File: src/rtl/mem_cmd_seq.sv
// mem_cmd_seq -- byte-stream command sequencer in front of a small DFF RAM.
//
// Decodes header bytes (NOP / WRITE / READ / FILL) arriving on a valid/ready
// command port, drives the RAM strobes from registered state, captures the
// registered read data and returns it on a valid/ready response port. FILL
// writes one data byte to every address from the start address up to the top
// of the RAM, one address per cycle, without wrapping.
//
// Ports
//   clk        : clock, all logic on posedge
//   rst        : synchronous active-high reset
//   cmd_data   : command/data byte          cmd_valid / cmd_ready : handshake
//   rsp_data   : read result                rsp_valid / rsp_ready : handshake
//   mem_addr   : RAM address                mem_wdata             : RAM write data
//   mem_wr_en  : RAM write strobe           mem_r_en              : RAM read strobe
//   mem_rdata  : RAM registered read data   busy                  : not idle
module mem_cmd_seq #(
   parameter int unsigned ADDR_BITS = 4,
   parameter int unsigned READ_LAT  = 1
) (
   input  logic                 clk,
   input  logic                 rst,
   input  logic [7:0]           cmd_data,
   input  logic                 cmd_valid,
   output logic                 cmd_ready,
   output logic [7:0]           rsp_data,
   output logic                 rsp_valid,
   input  logic                 rsp_ready,
   output logic [ADDR_BITS-1:0] mem_addr,
   output logic                 mem_wr_en,
   output logic                 mem_r_en,
   output logic [7:0]           mem_wdata,
   input  logic [7:0]           mem_rdata,
   output logic                 busy
);

   typedef enum logic [2:0] {
      S_IDLE,
      S_GET_DATA,
      S_WRITE,
      S_FILL,
      S_READ_REQ,
      S_READ_WAIT,
      S_RESP
   } state_e;

   typedef enum logic [1:0] {
      OP_NOP   = 2'b00,
      OP_WRITE = 2'b01,
      OP_READ  = 2'b10,
      OP_FILL  = 2'b11
   } op_e;

   localparam int unsigned CW = (READ_LAT > 1) ? $clog2(READ_LAT) : 1;

   state_e                 state_q;
   logic                   fill_q;
   logic [ADDR_BITS-1:0]   addr_q;
   logic [ADDR_BITS-1:0]   mem_addr_q;
   logic [7:0]             mem_wdata_q;
   logic                   mem_wr_en_q;
   logic                   mem_r_en_q;
   logic [7:0]             rsp_data_q;
   logic [CW-1:0]          wait_q;

   logic                   accept;
   op_e                    hdr_op;
   logic [ADDR_BITS-1:0]   hdr_addr;

   assign cmd_ready = (state_q == S_IDLE) || (state_q == S_GET_DATA);
   assign accept    = cmd_valid & cmd_ready;
   assign hdr_op    = op_e'(cmd_data[7:6]);
   assign hdr_addr  = cmd_data[ADDR_BITS-1:0];

   always_ff @(posedge clk) begin
      if (rst) begin
         state_q     <= S_IDLE;
         fill_q      <= 1'b0;
         addr_q      <= '0;
         mem_addr_q  <= '0;
         mem_wdata_q <= '0;
         mem_wr_en_q <= 1'b0;
         mem_r_en_q  <= 1'b0;
         rsp_data_q  <= '0;
         wait_q      <= '0;
      end else begin
         case (state_q)
            S_IDLE: begin
               if (accept) begin
                  case (hdr_op)
                     OP_WRITE, OP_FILL: begin
                        addr_q  <= hdr_addr;
                        fill_q  <= (hdr_op == OP_FILL);
                        state_q <= S_GET_DATA;
                     end
                     OP_READ: begin
                        // Read address goes straight to the pins so r_en is
                        // high in the cycle right after the header edge.
                        mem_addr_q <= hdr_addr;
                        mem_r_en_q <= 1'b1;
                        state_q    <= S_READ_REQ;
                     end
                     default: state_q <= S_IDLE;
                  endcase
               end
            end
            S_GET_DATA: begin
               if (accept) begin
                  mem_addr_q  <= addr_q;
                  mem_wdata_q <= cmd_data;
                  mem_wr_en_q <= 1'b1;
                  state_q     <= fill_q ? S_FILL : S_WRITE;
               end
            end
            S_WRITE: begin
               mem_wr_en_q <= 1'b0;
               state_q     <= S_IDLE;
            end
            S_FILL: begin
               // Terminate on the all-ones address rather than on counter
               // overflow, so the walk never wraps back to address 0.
               if (mem_addr_q == '1) begin
                  mem_wr_en_q <= 1'b0;
                  state_q     <= S_IDLE;
               end else begin
                  mem_addr_q <= mem_addr_q + ADDR_BITS'(1);
               end
            end
            S_READ_REQ: begin
               mem_r_en_q <= 1'b0;
               wait_q     <= '0;
               state_q    <= S_READ_WAIT;
            end
            S_READ_WAIT: begin
               if (wait_q == CW'(READ_LAT - 1)) begin
                  rsp_data_q <= mem_rdata;
                  state_q    <= S_RESP;
               end else begin
                  wait_q <= wait_q + CW'(1);
               end
            end
            S_RESP: begin
               if (rsp_ready) state_q <= S_IDLE;
            end
            default: state_q <= S_IDLE;
         endcase
      end
   end

   assign rsp_valid = (state_q == S_RESP);
   assign busy      = (state_q != S_IDLE);
   assign rsp_data  = rsp_data_q;
   assign mem_addr  = mem_addr_q;
   assign mem_wdata = mem_wdata_q;
   assign mem_wr_en = mem_wr_en_q;
   assign mem_r_en  = mem_r_en_q;

endmodule

File: config.mk
export PLATFORM = sky130hd
export DESIGN_NAME = mem_cmd_seq
export DESIGN_NICKNAME = d
export VERILOG_FILES = /design/src/rtl/mem_cmd_seq.sv
export SDC_FILE = /design/constraint.sdc
export NUM_CORES = 1
export LEC_CHECK = 0
export ABC_CLOCK_PERIOD_IN_PS = 1700
export CAP_MARGIN = 20
export CORE_MARGIN = 4
export CORE_UTILIZATION = 45
export DETAILED_ROUTE_END_ITERATION = 16
export GPL_ROUTABILITY_DRIVEN = 1
export PLACE_DENSITY = 0.87
export SKIP_CTS_REPAIR_TIMING = 1
export SLEW_MARGIN = 20
export SYNTH_ARGS = -nofsm -noshare
export SYNTH_HDL_FRONTEND = slang
export SYNTH_SLANG_ARGS = --single-unit
File: constraint.sdc
create_clock -name clk -period 1.7 [get_ports clk]
set_input_delay 0.255 -clock clk [delete_from_list [all_inputs] [get_ports clk]]
set_output_delay 0.255 -clock clk [all_outputs]
set_load 0.1 [all_outputs]
* Yosys cells after proc, flatten, opt, wreduce, memory -nomap -nowiden
Cells that the tools add are included.
Word-level totals: bits of input ports 20, word-level logic and storage cells 66, output and inout bits 25, flip-flop bits (word level) 31
Cells by class: add/sub/neg operators 2, muxes and demuxes 21, reduce and logical (&&, ||, !) cells 15, bitwise logic cells 2, equal/unequal tests 17
Operators by type and width (number):
- $pmux W3 S6 | 1
- $mux W4 | 4
- $mux W3 | 5
- $pmux W4 S3 | 1
- $ne A2 B2 Y1 const B | 5
- $reduce_and A5 Y1 | 2
- $eq A3 B3 Y1 const B | 3
- $reduce_and A3 Y1 | 3
- $reduce_bool A3 Y1 | 3
- $eq A3 B2 Y1 const B | 2
- $mux W1 | 6
- $pmux W3 S2 | 1
- $add A4 B1 Y4 const B | 1
- $eq A2 B2 Y1 const B | 2
- $eq A4 B4 Y1 const B | 1
- $ne A2 B1 Y1 const B | 2
- $pmux W1 S2 | 2
- $reduce_and A2 Y1 | 2
- $reduce_bool A2 Y1 | 2
- $eq A3 B1 Y1 const B | 1
- $logic_not A3 Y1 | 1
- $pmux W1 S3 | 1
- $eq A2 B1 Y1 const B | 1
- $reduce_or A2 Y1 | 1
- 4 further kinds | 4

* Logic depth before layout (Yosys ltp)
Gate-level depths: netlist of run 1.
depth after elaboration 5, gate-level depth with buffers 6

* Least setup slack after synthesis of run 1
No wires, ideal clock.
path type register to output, start point reg state_q[1], end point out rsp_valid, stages on the path, launching flop included 4, buffers on the path 2, data required time 1.445 ns, slack -1.543 ns, arrival 2.988 ns, cells stage by stage dfxtp_1 buf_6 clkbuf_1 nor3b_1
On the way: word-level cells in the longest chain between the ends 1
RTL lines:
- from (decl) | RTL line 56 | state_e state_q;
- from (signal assigned) | RTL line 112 | state_q <= fill_q ? S_FILL : S_WRITE;
- $eq A3 B3 Y1 | RTL line 150 | assign rsp_valid = (state_q == S_RESP);
- to (decl) | RTL line 27 | output logic rsp_valid,
Every way passes these cells.

* Worst setup path in the final report of run 1
start point reg mem_addr_q[0], in the netlist mem_addr[0], end point reg mem_addr_q[0], in the netlist mem_addr[0]
On the way: word-level cells in the longest chain between the ends 3, elaborated cells on any way between the ends 6
RTL lines:
- from (decl) | RTL line 59 | logic [ADDR_BITS-1:0] mem_addr_q;
- from (signal assigned) | RTL line 99 | mem_addr_q <= hdr_addr;
- from (signal assigned) | RTL line 109 | mem_addr_q <= addr_q;
- from (signal assigned) | RTL line 126 | mem_addr_q <= mem_addr_q + ADDR_BITS'(1);
- $add A4 B1 Y4 / $eq A4 B4 Y1 (equally long branches) | RTL line 126, 122
- $mux W4 / $ne A2 B2 Y1 (equally long branches)
- $pmux W4 S3 / $reduce_and A5 Y1 (equally long branches)
Several ways; a longest one is shown, not always the timed one. The select of a mux whose other input is x is not followed. A chain may end at the register's enable or synchronous reset.

==> results of run 1 <==
==> layout by cell type (no fill, tap or decap), drive strengths merged <==
cell type | synthesis | layout
buf | 5 | 44
dfxtp | 30 | 30
clkdlybuf4s50 | 0 | 19
nor2 | 18 | 18
mux2i | 16 | 16
a21oi | 14 | 14
nand2 | 11 | 11
nand3 | 10 | 10
clkbuf | 7 | 7
nor3 | 6 | 6
inv | 6 | 6
o21ai | 5 | 5
and2b | 2 | 2
a211oi | 2 | 2
a21boi | 2 | 2
nor3b | 2 | 2
and3 | 2 | 2
or3 | 1 | 1
nand2b | 1 | 1
a31oi | 1 | 1
o221a | 1 | 1
nor2b | 1 | 1
a22oi | 1 | 1
o221ai | 1 | 1
xnor2 | 1 | 1
a211o | 1 | 1
nand3b | 1 | 1
nand4bb | 1 | 1
o211a | 1 | 1
a221oi | 1 | 1
o2bb2ai | 1 | 1
xor2 | 1 | 1
o21bai | 1 | 1
o311a | 1 | 1
o211ai | 1 | 1
o41ai | 1 | 1
a2111o | 1 | 1
ha | 1 | 1
==> registers in the layout, summed over array words and instances (netlist names) <==
register,cells
mem_wdata,8
rsp_data,8
addr_q,4
mem_addr,4
state_q,3
fill_q,1
mem_r_en,1
mem_wr_en,1
==> worst max path at each step <==
stage / end / slack [ns] / startpoint / cells after the start
3_5_place_dp: mem_wdata[1] / -0.02 / cmd_valid / 6
6_report: mem_addr[0] / 0.05 / mem_addr[0] / 5
4_1_cts: busy / -0.15 / state_q[0] / 2
5_1_grt: mem_addr[0] / 0.03 / mem_addr[0] / 5
3_3_place_gp: mem_wdata[3] / 0.05 / cmd_valid / 6
2_1_floorplan: rsp_valid / -0.21 / state_q[1] / 3
==> stage by stage <==
step	cells	instance area [um^2]	TNS, ns	total power [mW]
final	259	2335	0	1.994
after global placement	252	2266	0	1.534
after global routing	259	2335	0	2.079
after CTS	259	2321	-0.1996	1.998
after floorplan	159	1431	-0.2082	1.255
after detailed placement	252	2266	-0.03073	1.560
==> routing by layer <==
layer	up-vias	GRT usage	wire, um
li1	681	-	-
met3	13	0.08581	254
met5	-	0	0
met1	687	0.2573	1666
met4	0	0.1186	121
met2	58	0.3742	2235
==> power by group through the flow <==
| stage | Combinational, mW | Clock, mW | Sequential [mW] |
|---|---|---|---|
| global route | 0.787 | 0.480 | 0.812 |
| finish | 0.752 | 0.436 | 0.805 |
| global placement | 0.720 | 0 | 0.814 |
| CTS | 0.747 | 0.450 | 0.802 |
| detailed placement | 0.742 | 0 | 0.818 |
| floorplan | 0.289 | 0 | 0.966 |
==> Yosys cell counts <==
cell / count
o41ai_1: 1
a221oi_1: 1
nand4bb_1: 1
nor2b_1: 1
nand2_4: 1
nand3b_1: 1
dfxtp_1: 30
nor3_1: 6
and3_1: 2
a211o_1: 1
a21oi_1: 14
inv_2: 1
o21ai_0: 5
xnor2_1: 1
nand3_1: 10
nand2b_1: 1
o2bb2ai_1: 1
a211oi_1: 2
buf_2: 3
o21bai_1: 1
a21boi_0: 2
clkbuf_1: 7
or3_1: 1
o311a_1: 1
buf_6: 2
o221a_2: 1
a22oi_1: 1
a31oi_1: 1
o211ai_1: 1
nor2_1: 18
o221ai_1: 1
a2111o_1: 1
xor2_1: 1
o211a_4: 1
nor3b_1: 2
and2b_1: 2
nand2_1: 10
mux2i_1: 16
ha_1: 1
inv_1: 5
==> final cells by class <==
class                      count  area (um^2)  area share
clock buffer                   7        55.05     0.02358
inverter                       6        22.52    0.009646
multi-input combinational    111        743.2      0.3183
sequential                    30        615.6      0.2637
tap                           42        52.55     0.02251
timing repair buffer          63        845.8      0.3623
==> worst register-to-register path, stage by stage, from the launching register on <==
cell and delay [ns]:
dfxtp_4 0.35, ha_1 0.22, and3_4 0.21, o211a_4 0.28, a2111o_1 0.36, a21oi_1 0.15
==> cell families (layout without fill, tap and decap cells) <==
logic type                 count (synthesis)  after routing  synth area share
buffers and inverters                     18             76           0.06161
DFF                                       30             30            0.4286
xor gates and xnor gates                   2              2           0.01250
muxes                                     16             16            0.1143
adders and majority gates                  1              1          0.008927
and+or+nand+nor                           56             56            0.1973
AOI/OAI and AO/OA                         36             36            0.1768
==> reports/qor.txt, run 1 <==
status - finished, final reports clean
RSZ-0062 raised after global routing - false
vias - 1439
share of cells above drive strength 1 - 0.2949
fin nets - 238
critical path fanouts, max - 7
Setup Crit Path Kind - reg -> reg
switching power - 738.9 uW
area delta synth->final - 66.61%
CTS tree - done
Max-slew headroom - 0.7675
maximum level of the CTS H-tree - 2
Peak VDD IR - 664.8 uV
Crit path largest cell delay - 0.36 ns
worst-path cell chain - ha_1 > and3_4 > o211a_4 > a2111o_1 > a21oi_1
Die W - 63.81 um
core box area - 2877 um^2
die height - 63.81 um
WHS Endpoint - rsp_data[0]
Synth Cell Area - 1401 um^2
Syn Inst Count - 159
Tmin final - 1.653 ns
Clk Latency, worst-skew pair - 0.34 ns
Cell variety after synth - 40
fin util - 0.8117
power density cells - 853.9 nW/um^2
antenna cells - 0
Critical Path End Type - flop
starting density of the core - 0.4872
Leak - 0.9154 nW
worst r2r dst - mem_addr[0]
WP buf/inv - 0
clock tree sinks - 30
clock group share of total power - 0.219
ranking of synthesized cells by area - dfxtp_1 43%, mux2i_1 11%, a21oi_1 5.0%
Yosys top cell by area - dfxtp_1
P_int - 1.255 mW
WHS - 0.4659 ns
Routability Congestion - 0.8956
CP max stage cell - a2111o_1
vias in the first global route - 1504
r2r startpoint - mem_addr[0]
Final period util - 0.9726
Max Slew Vio Count - 0
CP Launch Type - flop
PortBufs - 44
FF-to-FF path depth - 5
DRT iter0 DRCs - 74
YS warnings - 0
power share of the sequential group - 0.404
wirelength, routed - 4.277 mm
Fillers - 153
crit-path leading delay family - compound AO/OA/AOI/OAI gates
setup slack after layout - 0.04662 ns
Worst EP arrival - 1.92 ns
flop2flop setup slack - 0.05 ns
Fmax - 0.6048 GHz
Critical Path RT - 1.97 ns
Yosys top cell area share - 0.4286
syn nets - 180
first-pass GRT wire length - 7.196 mm
Post-DP HPWL - 3.287 mm
combinational power share - 0.377
flops & latches, synth - 30
post-DR vias/cell - 5.556
deepest clock path buffer count - 2
clock root cell - clkbuf_4
DRC - 0
largest net degree at the start of global routing - 15
Hold WC Path Type - in -> reg
die area - 4071 um^2
Worst-path clk slew - 0.09 ns
hold wc startpoint - mem_rdata[0]
Seq/Total Area, Yosys - 0.4286
Final Hold Fails - 0
clk_skew - 0.01958 ns
slew at the pin closest to its max-slew limit - 0.3467 ns
Top Ports - 45
worst hold path depth - 3
final setup fails - 0
average wire per standard cell - 16.51 um
FP Rows - 19
DRT Pass-1 Iters - 4
total grt overflow - 0
Routed Antenna Nets - 0
Total Routing Usage GR - 0.2281
Max Cap Viol - 0
initial antenna violation count - 0
Switching Fraction - 0.3707
post-place setup slack - -0.01710 ns
Num CTS Buffers - 5
Syn Area/Cell - 8.813 um^2
No activity file was read; power rests on OpenSTA's default activity.
==> inputs of run 2 (changes only) <==
==> config.mk (replaced) <==
export PLATFORM = sky130hd
export DESIGN_NAME = mem_cmd_seq
export DESIGN_NICKNAME = d
export VERILOG_FILES = /design/src/rtl/mem_cmd_seq.sv
export SDC_FILE = /design/constraint.sdc
export NUM_CORES = 1
export LEC_CHECK = 0
export ABC_AREA = 1
export ABC_CLOCK_PERIOD_IN_PS = 1700
export CAP_MARGIN = 20
export CORE_MARGIN = 4
export CORE_UTILIZATION = 46
export DETAILED_ROUTE_END_ITERATION = 16
export GPL_ROUTABILITY_DRIVEN = 1
export PLACE_DENSITY = 0.88
export SKIP_CTS_REPAIR_TIMING = 1
export SYNTH_ARGS = -nofsm -noshare
export SYNTH_HDL_FRONTEND = slang
export SYNTH_SLANG_ARGS = --single-unit
==> run 2 against run 1 <==
Fmax up 0.35%. First-iteration DRC count grew 18%. Wire length is 13% lower. Final cell count rose by 14%. Synthesized cell count rose by 28%. Worst setup slack improved by 0.0058 ns. Critical endpoint is now busy. Largest cell class is now multi-input gates.
==> reports/qor.txt, run 2 <==
setup slack after layout - 0.05241 ns (was 0.04662 ns)
post-place setup slack - 0.07840 ns (was -0.01710 ns)
async set or reset register ratio after synthesis - 0 (unchanged)
Peak VDD IR - 728.7 uV (was 664.8 uV)
most frequent cells in the layout - 36 x nand2_1, 27 x nor2_1, 25 x buf_12 (was 26 x buf_12, 24 x dfxtp_1, 19 x clkdlybuf4s50_1)
Yosys top cell by area - dfxtp_1 (unchanged)
CTS tree - done (unchanged)
FF-to-FF path depth - 6 (was 5)
Synth Cell Area - 1465 um^2 (was 1401 um^2)
Worst EP arrival - 1.39 ns (was 1.92 ns)
fin nets - 274 (was 238)
Fmax - 0.6069 GHz (was 0.6048 GHz)
Yosys top cell area share - 0.4099 (was 0.4286)
Total Routing Usage GR - 0.1900 (was 0.2281)
YS warnings - 0 (unchanged)
clock root cell - clkbuf_4 (unchanged)
WP buf/inv - 1 (was 0)
total grt overflow - 0 (unchanged)
deepest clock path buffer count - 2 (unchanged)
power density cells - 1210 nW/um^2 (was 853.9 nW/um^2)
power share of the sequential group - 0.338 (was 0.404)
Seq/Total Area, Yosys - 0.4099 (was 0.4286)
FP Rows - 20 (was 19)
Setup Crit Path Kind - reg -> out (was reg -> reg)
top-count cell post-synth - nand2_1 (was dfxtp_1)
Placed Instances - 290 (was 252)
antenna cells - 0 (unchanged)
Cell variety after synth - 31 (was 40)
Num CTS Buffers - 5 (unchanged)
share of cells above drive strength 1 - 0.2659 (was 0.2949)
flop2flop setup slack - 0.19 ns (was 0.05 ns)
Max Cap Viol - 0 (unchanged)
largest net degree at the start of global routing - 29 (was 15)
commonest cells in the netlist - 38 x nand2_1, 30 x dfxtp_1, 28 x nor2_1 (was 30 x dfxtp_1, 18 x nor2_1, 16 x mux2i_1)
post-DR vias/cell - 5.061 (was 5.556)
worst r2r dst - addr_q[3] (was mem_addr[0])
DRT Pass-1 Iters - 4 (unchanged)
hold wc startpoint - addr_q[0] (was mem_rdata[0])
Clk Latency, worst-skew pair - 0.34 ns (about the same)
core box area - 3053 um^2 (was 2877 um^2)
crit-path leading delay family - flip-flops (was compound AO/OA/AOI/OAI gates)
Crit path largest cell delay - 0.45 ns (was 0.36 ns)
CP Launch Type - flop (unchanged)
Final period util - 0.9692 (was 0.9726)
flops & latches, synth - 30 (unchanged)
Max Slew Vio Count - 0 (unchanged)
WHS Endpoint - addr_q[0] (was rsp_data[0])
Final Hold Fails - 0 (unchanged)
non-filler cells, final - 296 (was 259)
first-pass GRT wire length - 6.237 mm (was 7.196 mm)
status - finished, final reports clean (unchanged)
Tmin final - 1.648 ns (was 1.653 ns)
Top Ports - 45 (unchanged)
switching power - 1.277 mW (was 738.9 uW)
wirelength, routed - 3.719 mm (was 4.277 mm)
most common cell after layout, fill and taps aside - nand2_1 (was buf_12)
P_int - 1.472 mW (was 1.255 mW)
ranking of synthesized cells by area - dfxtp_1 41%, nand2_1 9.7%, o21ai_0 7.5% (was dfxtp_1 43%, mux2i_1 11%, a21oi_1 5.0%)
Hold WC Path Type - reg -> reg (was in -> reg)
vias in the first global route - 1447 (was 1504)
starting density of the core - 0.4799 (was 0.4872)
vias - 1498 (was 1439)
initial antenna violation count - 0 (unchanged)
Most used DFF post-synth - dfxtp_1 (unchanged)
final setup fails - 0 (unchanged)
DRT iter0 DRCs - 87 (was 74)
syn nets - 225 (was 180)
EDFF count, synth - 0 (unchanged)
critical path fanouts, max - 7 (unchanged)
Critical Path RT - 1.44 ns (was 1.97 ns)
average wire per standard cell - 12.56 um (was 16.51 um)
Routability Congestion - 0.8874 (was 0.8956)
die area - 4152 um^2 (was 4071 um^2)
slew at the pin closest to its max-slew limit - 0.4286 ns (was 0.3467 ns)
PortBufs - 44 (unchanged)
Max-slew headroom - 0.7139 (was 0.7675)
DRC - 0 (unchanged)
CP max stage cell - dfxtp_1 (was a2111o_1)
maximum level of the CTS H-tree - 2 (unchanged)
Leak - 0.9542 nW (was 0.9154 nW)
clk_skew - 0.007218 ns (was 0.01958 ns)
Routed Antenna Nets - 0 (unchanged)
area delta synth->final - 55.08% (was 66.61%)
Syn Area/Cell - 7.182 um^2 (was 8.813 um^2)
Pwr Total - 2.749 mW (was 1.994 mW)
Critical Path End Type - output port (was flop)
worst-path cell chain - nor2_2 > nand2_2 > buf_12 (was ha_1 > and3_4 > o211a_4 > a2111o_1 > a21oi_1)
clock group share of total power - 0.152 (was 0.219)
Fillers - 217 (was 153)
Syn Inst Count - 204 (was 159)
Post-DP HPWL - 2.696 mm (was 3.287 mm)
r2r startpoint - state_q[0] (was mem_addr[0])
clock tree sinks - 30 (unchanged)
combinational power share - 0.510 (was 0.377)
Switching Fraction - 0.4647 (was 0.3707)
die height - 64.44 um (was 63.81 um)
Worst-path clk slew - 0.09 ns (about the same)
Die W - 64.44 um (was 63.81 um)
worst hold path depth - 2 (was 3)
[run 2: changes by cell type after synthesis, sizes merged, moves of 3 or more]
cell / change
mux2i: -16
a21oi: +4
clkbuf: -5
nor2: +14
nand3: +3
nor3: -5
o21ai: +19
inv: +22
nand2: +33
[run 2: stage by stage]
step	TNS, ns	util	cell area (um^2)	hold slack, ns
after global routing	-0.01794	0.7443	2272	0.4631
after floorplan	0	-	1491	0.3241
after global placement	0	0.7250	2213	0.4309
final	0	0.7443	2272	0.4483
after CTS	-0.04857	0.7418	2265	0.4474
after detailed placement	0	0.7250	2213	0.4349
[run 2: area by class of cell]
type                    instances  area [um^2]  share of cell area
multi-input cells             139        720.7              0.3172
repair buffers                 47        713.2              0.3139
flip-flops and latches         30        608.1              0.2676
inverters                      30        123.9             0.05452
well taps                      44        55.05             0.02423
clock buffers                   6        51.30             0.02258
[run 2: power by group through the flow]
| stage | Combinational, mW | Clock (mW) | Sequential (mW) |
|---|---|---|---|
| 2_1_floorplan | 0.531 | 0 | 1.31 |
| 3_3_place_gp | 1.36 | 0 | 0.934 |
| 3_5_place_dp | 1.38 | 0 | 0.940 |
| 4_1_cts | 1.40 | 0.416 | 0.925 |
| 5_1_grt | 1.48 | 0.455 | 0.942 |
| 6_report | 1.40 | 0.417 | 0.930 |
[run 2: worst max-delay path by stage]
stage	start	endpoint	slack [ns]	cells past startpoint
2_1_floorplan	state_q[1]	mem_addr[0]	0.002	7
3_3_place_gp	cmd_valid	mem_addr[0]	0.15	8
3_5_place_dp	cmd_valid	state_q[0]	0.08	7
4_1_cts	state_q[1]	cmd_ready	-0.05	4
5_1_grt	state_q[0]	busy	-0.02	3
6_report	state_q[0]	busy	0.05	3
[run 2: cells by family (layout without fill, tap and decap cells)]
logic type | Yosys count | in the layout | synth area share
flip-flops | 30 | 30 | 0.4099
AND/OR/NAND/NOR | 93 | 93 | 0.3014
adder cells (fa/ha/maj) | 1 | 1 | 0.008538
AO/OA/AOI/OAI | 45 | 45 | 0.1665
buffers and inverters | 35 | 83 | 0.1136
[run 2: worst reg2reg max path, delay by kind of cell, from the launching register on]
kind,cells,cell delay [ns]
flip-flops,1,0.45
AND/OR/NAND/NOR,3,0.46
AO/OA/AOI/OAI,2,0.35
buffers and inverters,1,0.14
[run 2: layer usage]
layer  up-vias  GRT usage  share of wire
met1       689     0.2198           0.41
met4         0    0.09235          0.034
li1        750          -              -
met5         -          0              0
met2        47     0.3209           0.50
met3        12    0.05373          0.055
==> inputs of run 3 (changes only) <==
--- a/config.mk
+++ b/config.mk
@@ -8,12 +8,12 @@
 export ABC_AREA = 1
 export ABC_CLOCK_PERIOD_IN_PS = 1700
 export CAP_MARGIN = 20
-export CORE_MARGIN = 4
 export CORE_UTILIZATION = 46
 export DETAILED_ROUTE_END_ITERATION = 16
 export GPL_ROUTABILITY_DRIVEN = 1
 export PLACE_DENSITY = 0.88
 export SKIP_CTS_REPAIR_TIMING = 1
+export SKIP_LAST_GASP = 1
 export SYNTH_ARGS = -nofsm -noshare
 export SYNTH_HDL_FRONTEND = slang
 export SYNTH_SLANG_ARGS = --single-unit
==> run 3 against run 2 <==
Utilization is 0.078 points higher. Die area is 18% lower. Clock power decreased by 6.0%. The flow now finishes with violations (design-rule violations). Clock-buffer cell count grew 1. Global-route usage rose by 4.6 points. Clock skew is 0.0035 ns higher. Via count fell by 3.4%. Largest power group unchanged. Worst setup slack worse by 0.030 ns. Total power decreased by 1.6%. Cell area shrank 0.72%. Non-clock buffer count fell by 1.
==> reports/qor.txt, run 3 (synthesis results as in run 2) <==
status - finished with violations (was finished, final reports clean)
failing checks - design-rule violations
flop2flop setup slack - 0.19 ns (about the same)
Pwr Total - 2.705 mW (was 2.749 mW)
Peak VDD IR - 627.7 uV (was 728.7 uV)
wirelength, routed - 3.435 mm (was 3.719 mm)
critical path fanouts, max - 7 (unchanged)
core box area - 3028 um^2 (was 3053 um^2)
vias - 1447 (was 1498)
P_int - 1.436 mW (was 1.472 mW)
share of cells above drive strength 1 - 0.2540 (was 0.2659)
CP Launch Type - flop (unchanged)
RSZ-0062 raised after global routing - true
initial antenna violation count - 0 (unchanged)
most frequent cells in the layout - 37 x nand2_1, 27 x nor2_1, 25 x buf_12 (was 36 x nand2_1, 27 x nor2_1, 25 x buf_12)
Hold WC Path Type - reg -> reg (unchanged)
total grt overflow - 0 (unchanged)
Final Hold Fails - 0 (unchanged)
worst r2r dst - rsp_data[6] (was addr_q[3])
Switching Fraction - 0.4691 (was 0.4647)
hold wc startpoint - addr_q[3] (was addr_q[0])
deepest clock path buffer count - 2 (unchanged)
die height - 58.44 um (was 64.44 um)
CP max stage cell - dfxtp_2 (was dfxtp_1)
Setup Crit Path Kind - reg -> out (unchanged)
combinational power share - 0.511 (was 0.510)
Critical Path End Type - output port (unchanged)
final setup fails - 0 (unchanged)
r2r startpoint - state_q[0] (unchanged)
Max Slew Vio Count - 0 (unchanged)
Max-slew headroom - 0.7240 (was 0.7139)
starting density of the core - 0.4839 (was 0.4799)
slew at the pin closest to its max-slew limit - 0.4135 ns (was 0.4286 ns)
Clk Latency, worst-skew pair - 0.34 ns (about the same)
setup tns final - 0 ns (unchanged)
Routed Antenna Nets - 0 (unchanged)
Layout Cell Area excl Fill - 2256 um^2 (was 2272 um^2)
most common cell after layout, fill and taps aside - nand2_1 (unchanged)
FP Rows - 20 (unchanged)
Critical Path RT - 1.44 ns (about the same)
DRC - 1 (was 0)
Die W - 58.44 um (was 64.44 um)
Num CTS Buffers - 5 (unchanged)
setup slack after layout - 0.02247 ns (was 0.05241 ns)
DRT Pass-1 Iters - 12 (was 4)
Fmax - 0.5961 GHz (was 0.6069 GHz)
Leak - 0.9444 nW (was 0.9542 nW)
Routability Congestion - 0.8983 (was 0.8874)
power density cells - 1199 nW/um^2 (was 1210 nW/um^2)
first-pass GRT wire length - 5.975 mm (was 6.237 mm)
maximum level of the CTS H-tree - 2 (unchanged)
vias in the first global route - 1399 (was 1447)
Top Ports - 45 (unchanged)
Final period util - 0.9868 (was 0.9692)
switching power - 1.269 mW (was 1.277 mW)
average wire per standard cell - 11.60 um (was 12.56 um)
CTS tree - done (unchanged)
post-DR vias/cell - 4.889 (was 5.061)
Worst-path clk slew - 0.10 ns (was 0.09 ns)
post-place setup slack - 0.06238 ns (was 0.07840 ns)
power share of the sequential group - 0.344 (was 0.338)
Crit path largest cell delay - 0.42 ns (was 0.45 ns)
worst-path cell chain - inv_2 > nand2_1 > clkinvlp_4 > buf_12 (was nor2_2 > nand2_2 > buf_12)
WHS Endpoint - addr_q[3] (was addr_q[0])
clock group share of total power - 0.145 (was 0.152)
worst hold path depth - 2 (unchanged)
PortBufs - 44 (unchanged)
largest net degree at the start of global routing - 29 (unchanged)
FF-to-FF path depth - 4 (was 6)
placed cell area - 2206 um^2 (was 2213 um^2)
Post-DP HPWL - 2.591 mm (was 2.696 mm)
clk_skew - 0.01067 ns (was 0.007218 ns)
Worst EP arrival - 1.42 ns (was 1.39 ns)
area delta synth->final - 53.97% (was 55.08%)
Max Cap Viol - 0 (unchanged)
Tmin final - 1.678 ns (was 1.648 ns)
clock tree sinks - 30 (unchanged)
DRT iter0 DRCs - 68 (was 87)
fin nets - 273 (was 274)
die area - 3415 um^2 (was 4152 um^2)
Total Routing Usage GR - 0.2357 (was 0.1900)
clock root cell - clkbuf_4 (unchanged)
antenna cells - 0 (unchanged)
fin util - 0.7450 (was 0.7443)
-- run 3: cell count changes in the layout (fill, tap and decap cells not counted), sizes merged --
cell / previous run / this run
clkbuf: 6 / 7
buf: 28 / 27
-- run 3: metal layers --
metal	part of all wire	vias up	wire (um)	track usage
li1	-	745	-	-
met1	0.42	652	1440	0.2796
met2	0.50	44	1703	0.3908
met3	0.063	6	216	0.07253
met4	0.022	0	75	0.1088
met5	0	-	0	0
-- run 3: worst max-delay path: cells and delay by family (launching register included) --
| family | cells | cell delay (ns) |
|---|---|---|
| buffers and inverters | 3 | 0.46 |
| DFF | 1 | 0.42 |
| and+or+nand+nor | 1 | 0.20 |
-- run 3: area by class of cell --
type                       count  area [um^2]
clock buffer                   7        45.04
fill                         208        772.0
inverter                      30        123.9
multi-input combinational    139        718.2
sequential                    30        608.1
tap                           44        55.05
timing repair buffer          46        705.7
-- run 3: power groups by stage --
stage | clock network [mW] | logic [mW] | registers [mW]
after floorplan | 0 | 0.531 | 1.31
after global placement | 0 | 1.36 | 0.939
after detailed placement | 0 | 1.38 | 0.942
after CTS | 0.396 | 1.38 | 0.926
after global routing | 0.434 | 1.47 | 0.946
final | 0.392 | 1.38 | 0.930
-- run 3: worst max-delay path by stage --
stage                 from           to  slack [ns]  cells after the start
2_1_floorplan   state_q[1]  mem_addr[0]       0.002                      7
3_3_place_gp   cmd_data[7]  mem_addr[0]        0.16                     10
3_5_place_dp     cmd_valid   state_q[0]        0.06                      7
4_1_cts         state_q[2]    cmd_ready       -0.12                      4
5_1_grt         state_q[2]    cmd_ready       -0.04                      4
6_report        state_q[1]    cmd_ready        0.02                      4
-- run 3: stage by stage --
| step | hold WS [ns] | std cells |
|---|---|---|
| 2_1_floorplan | 0.3241 | 204 |
| 3_3_place_gp | 0.4304 | 289 |
| 3_5_place_dp | 0.4359 | 289 |
| 4_1_cts | 0.4497 | 296 |
| 5_1_grt | 0.4708 | 296 |
| 6_report | 0.4481 | 296 |
